===== config.mk =====
export PLATFORM = sky130hd
export DESIGN_NAME = f_pc_gen
export DESIGN_NICKNAME = d
export VERILOG_FILES = /design/src/rtl/f_pc_gen_pkg.sv /design/src/rtl/f_pc_exc_chk.sv /design/src/rtl/f_pc_gen.sv
export SDC_FILE = /design/constraint.sdc
export NUM_CORES = 1
export LEC_CHECK = 0
export ABC_AREA = 1
export CORE_MARGIN = 8
export CORE_UTILIZATION = 47
export DETAILED_ROUTE_END_ITERATION = 7
export PLACE_DENSITY = 0.88
export SKIP_LAST_GASP = 1
export SYNTH_ARGS = -nofsm -noshare
export SYNTH_HDL_FRONTEND = slang
export SYNTH_HIERARCHICAL = 1
export SYNTH_SLANG_ARGS = --single-unit

===== constraint.sdc =====
create_clock -name clk -period 3.55 [get_ports clk]
set_clock_uncertainty 0.15 [all_clocks]
set_input_delay 0.8875 -clock clk [delete_from_list [all_inputs] [get_ports clk]]
set_output_delay 0.8875 -clock clk [all_outputs]
set_load 0.05 [all_outputs]

===== src/rtl/f_pc_gen_pkg.sv =====
// Shared CPU constants for instruction fetch: reset/exception vectors, legal
// instruction window and fetch exception codes, plus the next-PC source select.
package f_pc_gen_pkg;

    localparam logic [31:0] RESET_PC = 32'h0000_3000;
    localparam logic [31:0] EXC_PC   = 32'h0000_4180;
    localparam logic [31:0] IM_LO    = 32'h0000_3000;
    localparam logic [31:0] IM_HI    = 32'h0000_6FFF;

    localparam logic [4:0]  EXC_NONE = 5'd0;
    localparam logic [4:0]  EXC_ADEL = 5'd4;

    typedef enum logic [2:0] {
        NPC_SEQ,
        NPC_EXC,
        NPC_ERET,
        NPC_HOLD,
        NPC_REDIR
    } npc_sel_e;

endpackage


===== src/rtl/f_pc_exc_chk.sv =====
// Fetch address check: flags AdEL for a misaligned PC or one outside the
// instruction memory window.
module f_pc_exc_chk
    import f_pc_gen_pkg::*;
#(
    parameter logic [31:0] IM_LO = f_pc_gen_pkg::IM_LO,
    parameter logic [31:0] IM_HI = f_pc_gen_pkg::IM_HI
) (
    input  logic [31:0] i_pc,
    output logic [4:0]  o_exc_code
);

    logic w_misaligned;
    logic w_out_of_range;

    assign w_misaligned   = |i_pc[1:0];
    assign w_out_of_range = (i_pc < IM_LO) || (i_pc > IM_HI);
    assign o_exc_code     = (w_misaligned || w_out_of_range) ? EXC_ADEL : EXC_NONE;

endmodule


===== src/rtl/f_pc_gen.sv =====
// F-stage PC generator: PC register with prioritised next-PC selection,
// fetch squashing, delay-slot flag and accepted-instruction counter.
module f_pc_gen
    import f_pc_gen_pkg::*;
#(
    parameter logic [31:0] RESET_PC = f_pc_gen_pkg::RESET_PC,
    parameter logic [31:0] EXC_PC   = f_pc_gen_pkg::EXC_PC,
    parameter logic [31:0] IM_LO    = f_pc_gen_pkg::IM_LO,
    parameter logic [31:0] IM_HI    = f_pc_gen_pkg::IM_HI
) (
    input  logic        clk,
    input  logic        reset,
    input  logic        Stall,
    input  logic        Req,
    input  logic        D_eret,
    input  logic [31:0] EPC,
    input  logic        D_redirect,
    input  logic [31:0] D_target,
    input  logic        D_is_bj,
    input  logic [31:0] IM_rdata,
    output logic [31:0] F_PC,
    output logic [31:0] F_instr,
    output logic [4:0]  F_ExcCode,
    output logic        F_BD,
    output logic [31:0] F_fetch_cnt
);

    logic [31:0] r_pc;
    logic [31:0] r_fetch_cnt;
    logic [31:0] w_pc_plus4;
    logic [31:0] w_next_pc;
    logic [4:0]  w_exc_code;
    logic        w_accept;
    npc_sel_e    w_sel;

    assign w_pc_plus4 = r_pc + 32'd4;

    // A redirect under Stall is dropped: D presents it again once unstalled.
    always_comb begin
        w_sel = NPC_SEQ;
        if (Req)
            w_sel = NPC_EXC;
        else if (D_eret)
            w_sel = NPC_ERET;
        else if (Stall)
            w_sel = NPC_HOLD;
        else if (D_redirect)
            w_sel = NPC_REDIR;
    end

    always_comb begin
        w_next_pc = w_pc_plus4;
        case (w_sel)
            NPC_EXC:   w_next_pc = EXC_PC;
            NPC_ERET:  w_next_pc = EPC;
            NPC_HOLD:  w_next_pc = r_pc;
            NPC_REDIR: w_next_pc = D_target;
            default:   w_next_pc = w_pc_plus4;
        endcase
    end

    assign w_accept = !Req && !Stall && !D_eret;

    always_ff @(posedge clk) begin
        if (reset) begin
            r_pc        <= RESET_PC;
            r_fetch_cnt <= 32'd0;
        end else begin
            r_pc <= w_next_pc;
            if (w_accept)
                r_fetch_cnt <= r_fetch_cnt + 32'd1;
        end
    end

    f_pc_exc_chk #(
        .IM_LO (IM_LO),
        .IM_HI (IM_HI)
    ) u_exc_chk (
        .i_pc       (r_pc),
        .o_exc_code (w_exc_code)
    );

    // eret has no delay slot, so whatever F fetched alongside it is discarded.
    assign F_PC        = r_pc;
    assign F_ExcCode   = w_exc_code;
    assign F_instr     = ((w_exc_code != EXC_NONE) || D_eret) ? 32'h0 : IM_rdata;
    assign F_BD        = D_is_bj && !D_eret;
    assign F_fetch_cnt = r_fetch_cnt;

endmodule


==> impl_metrics.toml, run 1 <==
[worst_setup_path]
crit_fanout = 25
crit_family = "simple AND/OR/NAND/NOR gates"
worst_path_max_delay_cell = "dfxtp_1"
cp_num_cells = 9
crit_type = "register to output pin"
crit_arrival_ps = 2370
path_common_cell = "nor2_1"
critical_path_required_ps = 2510
slowest_delay_ps = 380
reg2reg_depth = 9
start_kind = "register"
cp.buffers_inverters = 2
cp-end-kind = "output pin"
path_cells = "nor2_1, nand2_1, nor2_1, nand3_1, nor4_4, nand2_2, buf_4, nor2_1, buf_12"

[sta]
slew_headroom_pct = 61.3
timing.setup.tns_ps = 0
rsz0062_at_grt = "no"
drv_slew = 0
finalCritPeriodShare_pct = 95.9
hold_viol = 0
final.setup.worst_slack_ps = 146
post-route-min-period_ps = 3400
max_freq_mhz = 294
worstMarginPinSlew_ps = 580
setup_viol = 0

[synth]
synth_area_mm2 = 0.00471
yosysWarnings = 6
ys_ff_latch = 64
netlist-cell-type-count = 37
avgSynthCellArea_um2 = 5.62
synth_cells = 838
yosysSeqAreaShare_pct = 27.2

[power_and_ir_drop]
power_w = 0.00187
vdd_drop_max_v = 0.000143
p_per_area_mw_per_mm2 = 250
p_leak_nw = 2.95

[cts]
ctsHoldBuffers = 0
numCtsBuffers = 9
h-tree-depth = 3
ctsRootBufferMaster = "clkbuf_8"
clk_path_buf_depth = 2
path_clk_slew_ps = 80
clock_latency_ps = 350
clkSinkCount = 64
postCtsSetupBuffers = 0
cts-resized-gates = 1
tritoncts = "yes"

[global_route]
antenna_found_initial = 0
overflow = 0
grt_max_degree = 35
grt_pass1_vias = 5405
grt_pass1_wl_um = 27500
grtUsageTotal_pct = 25.9

[hold_path]
hp-class = "register to register"
hold-path-cell-count = 2

[detailed_routing]
ant_nets = 0
route.detailed.drc = 0
viasPerCell = 5.16
drtIter0Drc = 678
drtPass1Iterations = 5
routedWlPerCell_um = 15.4
wl_um = 18000
num_vias = 6029

[final_layout]
layout_commonest_cell = "nand2_1"
diodes = 0
final_nets = 1136
final_cell_mix = "258 x nand2_1, 167 x clkdlybuf4s50_1, 119 x nor2_1"
regArea_mm2 = 0.00128
finalInstanceArea_mm2 = 0.00748
num-fill-cells = 774
syn_to_final_growth_pct = 58.8
multi_input_comb_area_mm2 = 0.00303
drive_gt1_share_pct = 11.7

[placement]
dp_hpwl_um = 14300
gp_congestion = 0.974
place.port_buffers = 200
dpl-instance-area_mm2 = 0.00727
dpl_worst_slack_ps = 300

[job]
maxCapViolations = 0

[status]
outcome = "finished clean"

[floorplanning]
die_area_mm2 = 0.0135
core_mm2 = 0.00977
start_util_pct = 48.2
die_y_um = 116
rows = 36
ios = 205
die_x_um = 116
## cell usage after synthesis (all sizes together)
library cell | instances | area [µm²]
xor2 | 2 | 17.5
inv | 102 | 383
xnor2 | 1 | 8.76
a32o | 1 | 10.0
and3 | 1 | 6.26
nor2 | 160 | 648
buf | 17 | 119
nand3 | 61 | 305
o21ba | 1 | 10.0
a22o | 7 | 61.3
nor4 | 1 | 6.26
a21boi | 1 | 7.51
o21bai | 5 | 37.5
nand2 | 263 | 1010
clkbuf | 14 | 52.6
dfxtp | 64 | 1280
conb | 1 | 3.75
o211ai | 3 | 22.5
o21ai | 43 | 215
and2 | 2 | 12.5
a31oi | 5 | 31.3
nand4 | 4 | 37.5
ha | 2 | 25.0
nor3 | 3 | 15.0
a21oi | 67 | 335
or2 | 5 | 31.3
a41oi | 1 | 8.76
a211oi | 1 | 7.51
## kinds of logic (layout without fill, tap and decap cells)
kind of cell / after synthesis / in the layout / share of synthesized area [%]
adders and majority gates: 2 / 2 / 0.531
xor gates and xnor gates: 3 / 3 / 0.558
and+or+nand+nor: 500 / 500 / 44.0
AOI/OAI and AO/OA: 135 / 135 / 15.9
buffers and inverters: 133 / 328 / 11.8
DFF: 64 / 64 / 27.2
other: 1 / 4 / 0.0796
## metrics by stage
stage,hold WS [ps],utilization (%),std cells
finish,337,76.5,1169
global route,367,76.5,1169
CTS,340,76.4,1169
detailed placement,330,74.4,1153
global placement,322,74.4,1153
floorplan,522,-,841
## cell type report
cell class,instances,share of cell area [%]
clock inverters,7,0.954
well taps,133,2.23
repair buffers,210,32.4
multi-input cells,644,40.5
inverters,102,5.12
clock buffers,9,1.66
flip-flops and latches,64,17.2
## power by group
| group | leakage [nW] | internal (W) | switching (W) |
|---|---|---|---|
| registers | 0.521 | 0.000742 | 0.0000399 |
| clock network | 0.103 | 0.000325 | 0.000313 |
| logic | 2.32 | 0.000201 | 0.000249 |
## layer usage
layer / track usage [%] / vias to the layer above / wire length, µm
li1: - / 3017 / -
met1: 30.8 / 2652 / 6910
met2: 42.7 / 334 / 8290
met3: 9.93 / 26 / 2470
met4: 6.74 / 0 / 288
met5: 0 / - / 0
## sequential cells by signal, summed over array words and instances (netlist names)
name	cells
F_fetch_cnt	32
F_PC	32
## worst paths after layout
check	to	start	slack, ps
hold / removal	F_fetch_cnt[9]	F_fetch_cnt[9]	340
hold reg to reg	F_fetch_cnt[9]	F_fetch_cnt[9]	340
setup reg to reg	F_PC[20]	F_PC[2]	1540
setup / recovery	F_instr[31]	F_PC[21]	150
## tightest hold or removal path: stages, from the launching register on
cell     delay, ps
dfxtp_1        340
inv_1           60
a21oi_1         50
Note: power is estimated with default switching activity, not from simulation.
==> inputs of run 2 (changes only) <==
CORE_MARGIN = not set   (was 8)
==> impl_metrics.toml, run 2 (same netlist as run 1, synthesis figures left out) <==
[worst_setup_path]
path_common_cell = "nor2_1"
cp-end-kind = "output pin"
regToRegStartpoint = "F_PC[2]"
crit_path_start = "F_PC[0]"
slowest_delay_ps = 320
crit_fanout = 20
reg2reg_depth = 9
start_kind = "register"
crit_type = "register to output pin"
crit_arrival_ps = 2300
r2r_slack_ps = 1550
worst_path_max_delay_cell = "dfxtp_1"
r2r-end = "F_PC[28]"
path_cells = "nor2_1, nand2_1, nor2_1, nand3_1, nor4_1, nand2_2, buf_6, nor2_2, buf_12"
critical_path_required_ps = 2510

[floorplanning]
core_mm2 = 0.00973
die_area_mm2 = 0.0104
rows = 36
ios = 205
die_y_um = 102
die_x_um = 102
start_util_pct = 48.4

[final_layout]
final_cell_mix = "258 x nand2_1, 167 x clkdlybuf4s50_1, 119 x nor2_1"
finalNonFillerCells = 1169
syn_to_final_growth_pct = 59.3
drive_gt1_share_pct = 11.6
fin_util_pct = 77.1
layout_commonest_cell = "nand2_1"
final_nets = 1136
num-fill-cells = 741
diodes = 0

[sta]
post-route-min-period_ps = 3330
final.setup.worst_slack_ps = 217
timing.setup.tns_ps = 0
slew_headroom_pct = 63.2
worstMarginPinSlew_ps = 551
finalCritPeriodShare_pct = 93.9
max_freq_mhz = 300
drv_slew = 0
setup_viol = 0
hold_viol = 0
rsz0062_at_grt = "no"

[placement]
gp_congestion = 0.932
dp_hpwl_um = 12800
dpl_worst_slack_ps = 239
place.port_buffers = 200
dp.cells = 1153

[cts]
ctsRootBufferMaster = "clkbuf_8"
clk_path_buf_depth = 2
tritoncts = "yes"
clock_latency_ps = 360
postCtsSetupBuffers = 0
cts-resized-gates = 0
h-tree-depth = 3
path_clk_slew_ps = 80
numCtsBuffers = 9
ctsHoldBuffers = 0
clkSinkCount = 64

[global_route]
grt_pass1_vias = 5446
grtUsageTotal_pct = 31.8
overflow = 0
grt_pass1_wl_um = 26000
grt_max_degree = 33
antenna_found_initial = 0

[hold_path]
hp-class = "register to register"
min_from = "F_fetch_cnt[14]"
hold_end = "F_fetch_cnt[14]"
hold-path-cell-count = 2

[power_and_ir_drop]
vdd_drop_max_v = 0.000199
switching_share_pct = 29.6
p_switching_w = 0.000593
p_int_w = 0.00141
clkPwrFrac_pct = 38.8
p_per_area_mw_per_mm2 = 267
power_w = 0.00200
p_comb_share_pct = 22.1
p_leak_nw = 2.96
seqPwrFrac_pct = 39.2

[detailed_routing]
wl_um = 16700
num_vias = 6061
route.detailed.drc = 0
viasPerCell = 5.18
routedWlPerCell_um = 14.3
drtPass1Iterations = 5
drtIter0Drc = 470
ant_nets = 0

[job]
maxCapViolations = 0

[status]
outcome = "finished clean"
==> run 2: power by group through the flow <==
stage / sequential [W] / combinational [W] / clock, W
3_5_place_dp: 0.000799 / 0.000438 / 0
2_1_floorplan: 0.000869 / 0.000162 / 0
6_report: 0.000784 / 0.000442 / 0.000776
4_1_cts: 0.000782 / 0.000440 / 0.000780
5_1_grt: 0.000788 / 0.000473 / 0.000810
3_3_place_gp: 0.000799 / 0.000433 / 0
==> run 2: cell type report <==
type	count	area [µm²]	area share, %
multi-input combinational	644	3010	40.2
timing repair buffer	210	2410	32.1
sequential	64	1280	17.1
inverter	102	383	5.10
tap	133	166	2.22
clock buffer	9	124	1.65
clock inverter	7	120	1.60
==> run 2: worst max-delay path, delay by kind of cell (launching register included) <==
family	cells	cell delay (ps)
flops	1	320
buf+inv	2	400
simple gates	7	1190
==> run 2: stage by stage <==
stage | cell area [µm²] | hold WS, ps
CTS | 7500 | 344
global placement | 7260 | 318
global route | 7500 | 373
finish | 7500 | 360
detailed placement | 7260 | 332
floorplan | 4850 | 522
==> run 2: per-layer routing <==
metal	part of all wire [%]	track usage (%)	up-vias
met3	10	7.80	37
met4	2.6	12.2	0
met2	46	51.7	325
met1	41	40.6	2678
met5	0	0	-
li1	-	-	3021
==> run 2: worst max path at each step <==
| stage | endpoint | cells after the start |
|---|---|---|
| after floorplan | F_instr[11] | 8 |
| after global placement | F_instr[18] | 6 |
| after detailed placement | F_instr[23] | 6 |
| after CTS | F_instr[23] | 9 |
| after global routing | F_instr[17] | 9 |
| final | F_instr[22] | 9 |
